<file path="config.mk">
export PLATFORM = sky130hd
export DESIGN_NAME = pipe_hazard_ctrl
export DESIGN_NICKNAME = d
export VERILOG_FILES = /design/src/rtl/scpu_pkg.sv /design/src/rtl/hz_perf_cnt.sv /design/src/rtl/pipe_hazard_ctrl.sv
export SDC_FILE = /design/constraint.sdc
export NUM_CORES = 1
export LEC_CHECK = 0
export CAP_MARGIN = 5
export CORE_MARGIN = 3
export CORE_UTILIZATION = 47
export DETAILED_ROUTE_END_ITERATION = 8
export GPL_TIMING_DRIVEN = 0
export PLACE_DENSITY = 0.95
export REMOVE_ABC_BUFFERS = 1
export SLEW_MARGIN = 20
export SYNTH_ARGS = -nofsm -noshare
export SYNTH_HDL_FRONTEND = slang
export SYNTH_SLANG_ARGS = --single-unit
</file>
<file path="constraint.sdc">
create_clock -name clk -period 5.7 [get_ports clk]
set_input_delay 0.855 -clock clk [delete_from_list [all_inputs] [get_ports clk]]
set_output_delay 0.855 -clock clk [all_outputs]
set_load 0.05 [all_outputs]
</file>
<file path="src/rtl/scpu_pkg.sv">
// Shared scpu pipeline definitions: hazard FSM encoding and common constants.
package scpu_pkg;

  typedef enum logic [1:0] {
    RUN      = 2'd0,
    MEM_WAIT = 2'd1,
    SHADOW   = 2'd2
  } hz_state_t;

  localparam logic [31:0] NOP_INST = 32'h00000013;
  localparam logic [4:0]  REG_ZERO = 5'd0;

  // Shadow counter holds up to 7 post-redirect squash cycles.
  localparam int unsigned SHADOW_W = 3;

endpackage

</file>
<file path="src/rtl/hz_perf_cnt.sv">
// Free-running enable counter for hazard performance statistics; wraps silently.
module hz_perf_cnt #(
  parameter int unsigned CNT_W = 32
) (
  input  logic             clk,
  input  logic             rst,
  input  logic             en,
  output logic [CNT_W-1:0] count
);

  // Count every enabled cycle, modulo 2^CNT_W.
  always_ff @(posedge clk or posedge rst) begin
    if (rst) begin
      count <= '0;
    end else if (en) begin
      count <= count + CNT_W'(1);
    end
  end

endmodule

</file>
<file path="src/rtl/pipe_hazard_ctrl.sv">
// Central stall/flush controller for the 5-stage scpu pipeline: memory freeze,
// EX-resolved redirects with fetch shadow squashing, and load-use interlock.
module pipe_hazard_ctrl
  import scpu_pkg::*;
#(
  parameter int unsigned SHADOW_CYCLES = 1,
  parameter int unsigned MEM_TIMEOUT   = 255,
  parameter int unsigned CNT_W         = 32
) (
  input  logic             clk,
  input  logic             rst,
  input  logic [4:0]       id_rs1_addr,
  input  logic [4:0]       id_rs2_addr,
  input  logic             id_uses_rs1,
  input  logic             id_uses_rs2,
  input  logic [4:0]       ex_rd_addr,
  input  logic             ex_mem_read,
  input  logic             ex_branch_taken,
  input  logic [31:0]      ex_branch_target,
  input  logic             mem_req,
  input  logic             mem_ready,
  output logic             pc_stall,
  output logic             ifid_stall,
  output logic             ifid_flush,
  output logic             idex_stall,
  output logic             idex_flush,
  output logic             exmem_stall,
  output logic             memwb_flush,
  output logic             redirect_valid,
  output logic [31:0]      redirect_pc,
  output logic             mem_err,
  output logic [CNT_W-1:0] stall_cycles,
  output logic [CNT_W-1:0] flush_events
);

  // Wait counter only needs to reach MEM_TIMEOUT-1 before the timeout fires.
  localparam int unsigned TO_W = (MEM_TIMEOUT > 1) ? $clog2(MEM_TIMEOUT) : 1;

  hz_state_t           state;
  logic [SHADOW_W-1:0] shadow_cnt;
  logic [TO_W-1:0]     wait_cnt;

  logic mem_busy;
  logic wait_hit;
  logic freeze;
  logic timeout;
  logic redirect_fire;
  logic load_use;

  // Hazard decode shared by the output logic and the state register.
  assign mem_busy      = mem_req && !mem_ready;
  assign wait_hit      = (wait_cnt == TO_W'(MEM_TIMEOUT - 1));
  assign freeze        = mem_busy && !wait_hit;
  assign timeout       = mem_busy && wait_hit;
  assign redirect_fire = ex_branch_taken && !freeze;
  assign load_use      = ex_mem_read && (ex_rd_addr != REG_ZERO) &&
                         ((id_uses_rs1 && (id_rs1_addr == ex_rd_addr)) ||
                          (id_uses_rs2 && (id_rs2_addr == ex_rd_addr)));

  // Pipeline controls in priority order: freeze, redirect, shadow, load-use.
  always_comb begin
    pc_stall       = 1'b0;
    ifid_stall     = 1'b0;
    ifid_flush     = 1'b0;
    idex_stall     = 1'b0;
    idex_flush     = 1'b0;
    exmem_stall    = 1'b0;
    memwb_flush    = 1'b0;
    redirect_valid = 1'b0;
    redirect_pc    = 32'h0;
    mem_err        = 1'b0;
    if (!rst) begin
      if (freeze) begin
        pc_stall    = 1'b1;
        ifid_stall  = 1'b1;
        idex_stall  = 1'b1;
        exmem_stall = 1'b1;
        memwb_flush = 1'b1;
      end else begin
        mem_err = timeout;
        if (redirect_fire) begin
          redirect_valid = 1'b1;
          redirect_pc    = ex_branch_target;
          ifid_flush     = 1'b1;
          idex_flush     = 1'b1;
        end else if (state == SHADOW) begin
          // IF/ID already holds a squashed fetch, so load-use cannot apply.
          ifid_flush = 1'b1;
        end else if (load_use) begin
          pc_stall   = 1'b1;
          ifid_stall = 1'b1;
          idex_flush = 1'b1;
        end
      end
    end
  end

  // FSM state with shadow and memory-wait counters.
  always_ff @(posedge clk or posedge rst) begin
    if (rst) begin
      state      <= RUN;
      shadow_cnt <= '0;
      wait_cnt   <= '0;
    end else if (freeze) begin
      state    <= MEM_WAIT;
      wait_cnt <= wait_cnt + TO_W'(1);
    end else begin
      wait_cnt <= '0;
      if (redirect_fire) begin
        if (SHADOW_CYCLES > 0) begin
          state      <= SHADOW;
          shadow_cnt <= SHADOW_W'(SHADOW_CYCLES);
        end else begin
          state <= RUN;
        end
      end else if (state == SHADOW) begin
        shadow_cnt <= shadow_cnt - SHADOW_W'(1);
        if (shadow_cnt <= SHADOW_W'(1)) begin
          state <= RUN;
        end
      end else begin
        state <= RUN;
      end
    end
  end

  hz_perf_cnt #(.CNT_W(CNT_W)) u_stall_cnt (
    .clk   (clk),
    .rst   (rst),
    .en    (pc_stall),
    .count (stall_cycles)
  );

  hz_perf_cnt #(.CNT_W(CNT_W)) u_flush_cnt (
    .clk   (clk),
    .rst   (rst),
    .en    (redirect_valid),
    .count (flush_events)
  );

endmodule

</file>
==> run summary <==
status -> finished clean
Critical Path AT -> 3760 ps
Inserted Clock Buffers -> 9
critical path class -> in2out
Crit path required time -> 4850 ps
Synth Area in Compound Gates -> 0.0304
Worst setup EP type -> output pin
Final Worst Setup Slack -> 1080 ps
worst hold start -> u_flush_cnt.count[31]$_DFFE_PP0P_
CTS root buf -> clkbuf_8
simple-gate area share of the yosys netlist -> 0.270
H-tree Lvls -> 3
NumNets Final -> 621
row cnt -> 32
Async S/R FF share, synth -> 1.00
WHS -> 485 ps
Post-CTS Setup Bufs -> 0
max-cap check violation count -> 0
vias in the first global route -> 3,824
clk_skew -> 12.9 ps
Remaining DRCs -> 0
Yosys Warn Count -> 0
first-pass GRT wire length -> 18.4 mm
Post-synth top flop -> dfrtp_1
#FFs+latches synth -> 77
leakage power -> 2.64 nW
Skew-Pair Late Insertion Delay -> 340 ps
Worst VDD drop -> 0.149 mV
die height -> 98.1 µm
critical path fanouts, max -> 13
Worst Hold Path Cells -> 1
Tot GR Track Use -> 0.233
Clk pwr share -> 0.268
largest family of logic cells by synthesized area -> simple AND/OR/NAND/NOR gates
Slew HR -> 0.506
Clock Path Buffers -> 2
largest net degree at the start of global routing -> 43
Seq/Total Area, Yosys -> 0.483
crit share post-route -> 0.810
core area -> 7970 µm²
DP Wirelength -> 8.58 mm
grt total ovfl -> 0
Final Wtd Congestion -> 0.853
antenna violations before repair -> 0
most common cell after layout, fill and taps aside -> clkdlybuf4s50_1
mux contribution to synthesized area -> 0.00282
XOR/XNOR Fraction of Synth Area -> 0.167
Switching Fraction -> 0.353
Worst-Margin Slew -> 739 ps
synth unique cells -> 43
sequential share of power -> 0.441
die area -> 9630 µm²
Post-synth EDFFs -> 0
Routed WL -> 11.2 mm
share of layout cells above drive strength 1 -> 0.0567
ant diodes -> 0
Post-Synth Adder-Cell Area -> 0.0188
Starting DRT DRC Count -> 147
worst r2r src -> wait_cnt[2]$_DFF_PP0_
Sink Count -> 77
internal power -> 0.948 mW
hold buffers post-CTS -> 0
fmax -> 0.217 GHz
Die X -> 98.1 µm
synthesis-to-layout area growth -> 47.3%
WL/cell -> 16.9 µm
drt pass-1 iters -> 4
Gates resized, CTS repair -> 0
kind of start point of the critical path -> input port
Vias/cell -> 5.41
Synth Instances -> 402
Synth area leader -> dfrtp_1
sw power -> 0.516 mW
worst r2r path cells -> 7
TritonCTS clock tree -> yes
Slew Limit Fails -> 0
port bufs -> 159
Reg clk slew, reported paths -> 80 ps
most area-consuming cells after synthesis -> dfrtp_1 (48%), xnor2_1 (9.0%), xor2_1 (7.7%)
Synth top area share -> 0.483
final setup fails -> 0
Min-Delay Path Class -> reg2reg
pwr dens -> 249 nW/µm²
syn avg cell area -> 9.92 µm²
combinational share of power -> 0.291
Initial Util -> 0.501
Setup TNS -> 0 ps
most frequent cells in the layout -> clkdlybuf4s50_1 (159), dfrtp_1 (77), xnor2_1 (41)
Hold Fails Final Rpt -> 0
via count -> 3,601
number of placed I/O pins -> 160
Mapped Area -> 3990 µm²
filler instances -> 566
RSZ-0062 raised after global routing -> false
pre-CTS WS -> 741 ps
DRT antenna net count -> 0
Period minus WS final -> 4620 ps
crit path launch -> ex_rd_addr[1]
==> metrics by stage <==
step | util | instance area (µm²) | total power [mW] | std cells
after detailed placement | 0.714 | 5690 | 1.08 | 651
after floorplan | - | 3920 | 0.903 | 386
after global routing | 0.737 | 5870 | 1.52 | 666
after CTS | 0.736 | 5870 | 1.47 | 666
after global placement | 0.707 | 5630 | 1.06 | 647
final | 0.737 | 5870 | 1.46 | 666
==> power groups by stage <==
| stage | clock, mW | combinational, mW | sequential (mW) |
|---|---|---|---|
| final | 0.392 | 0.426 | 0.645 |
| after global routing | 0.417 | 0.451 | 0.653 |
| after CTS | 0.397 | 0.428 | 0.645 |
| after detailed placement | 0 | 0.427 | 0.655 |
| after global placement | 0 | 0.409 | 0.650 |
| after floorplan | 0 | 0.147 | 0.756 |
==> final cells by class <==
class / instances / area [µm²] / area share
tap: 102 / 128 / 0.0217
multi-input combinational: 299 / 1960 / 0.334
sequential: 77 / 1930 / 0.328
clock buffer: 10 / 128 / 0.0217
inverter: 10 / 40.0 / 0.00682
timing repair buffer: 163 / 1640 / 0.279
clock inverter: 5 / 52.6 / 0.00895
==> layer usage <==
metal	vias to the layer above	global-route usage	part of all wire
met4	0	0.0884	0.022
met2	112	0.418	0.54
met5	-	0	0
met1	1758	0.280	0.40
met3	20	0.0350	0.041
li1	1711	-	-
==> worst paths after layout <==
path,slack [ps],endpoint
worst max-delay path,1080,pc_stall
max in group asynchronous,4050,u_flush_cnt.count[22]$_DFFE_PP0P_
worst min-delay path,490,u_flush_cnt.count[31]$_DFFE_PP0P_
worst max register to register,2870,u_flush_cnt.count[27]$_DFFE_PP0P_
worst min register to register,490,u_flush_cnt.count[31]$_DFFE_PP0P_
min in group asynchronous,1070,wait_cnt[1]$_DFF_PP0_
==> sequential cells by signal, summed over array words and instances (netlist names) <==
register           cells
u_stall_cnt.count     32
shadow_cnt             3
state                  2
wait_cnt               8
u_flush_cnt.count     32
==> kinds of logic after synthesis <==
family | count (synthesis)
XOR/XNOR | 76
adder cells (fa/ha/maj) | 6
flip-flops | 77
multiplexers | 1
AND/OR/NAND/NOR | 197
buffers and inverters | 26
AO/OA/AOI/OAI | 19
==> Yosys cell counts (3+ instances only) <==
library cell  count
dfrtp_1          77
xnor2_1          41
and3_1           36
xor2_1           35
nor2_1           32
nand2_1          31
nand3_1          28
nand4_1          18
nor3_1           18
clkbuf_1         10
inv_1             9
ha_1              6
a21oi_1           5
or3_1             5
and2_1            4
and4_1            4
o21ai_0           4
buf_4             3
nand2b_1          3
nor2b_1           3
nor4_1            3
==> critical path, stage by stage <==
cell and delay, ps:
clkdlybuf4s50_1 470, or4_1 540, o21a_1 220, a31oi_2 640
inv_2 250, clkdlybuf4s50_1 770
Note: power is estimated with default switching activity, not from simulation.
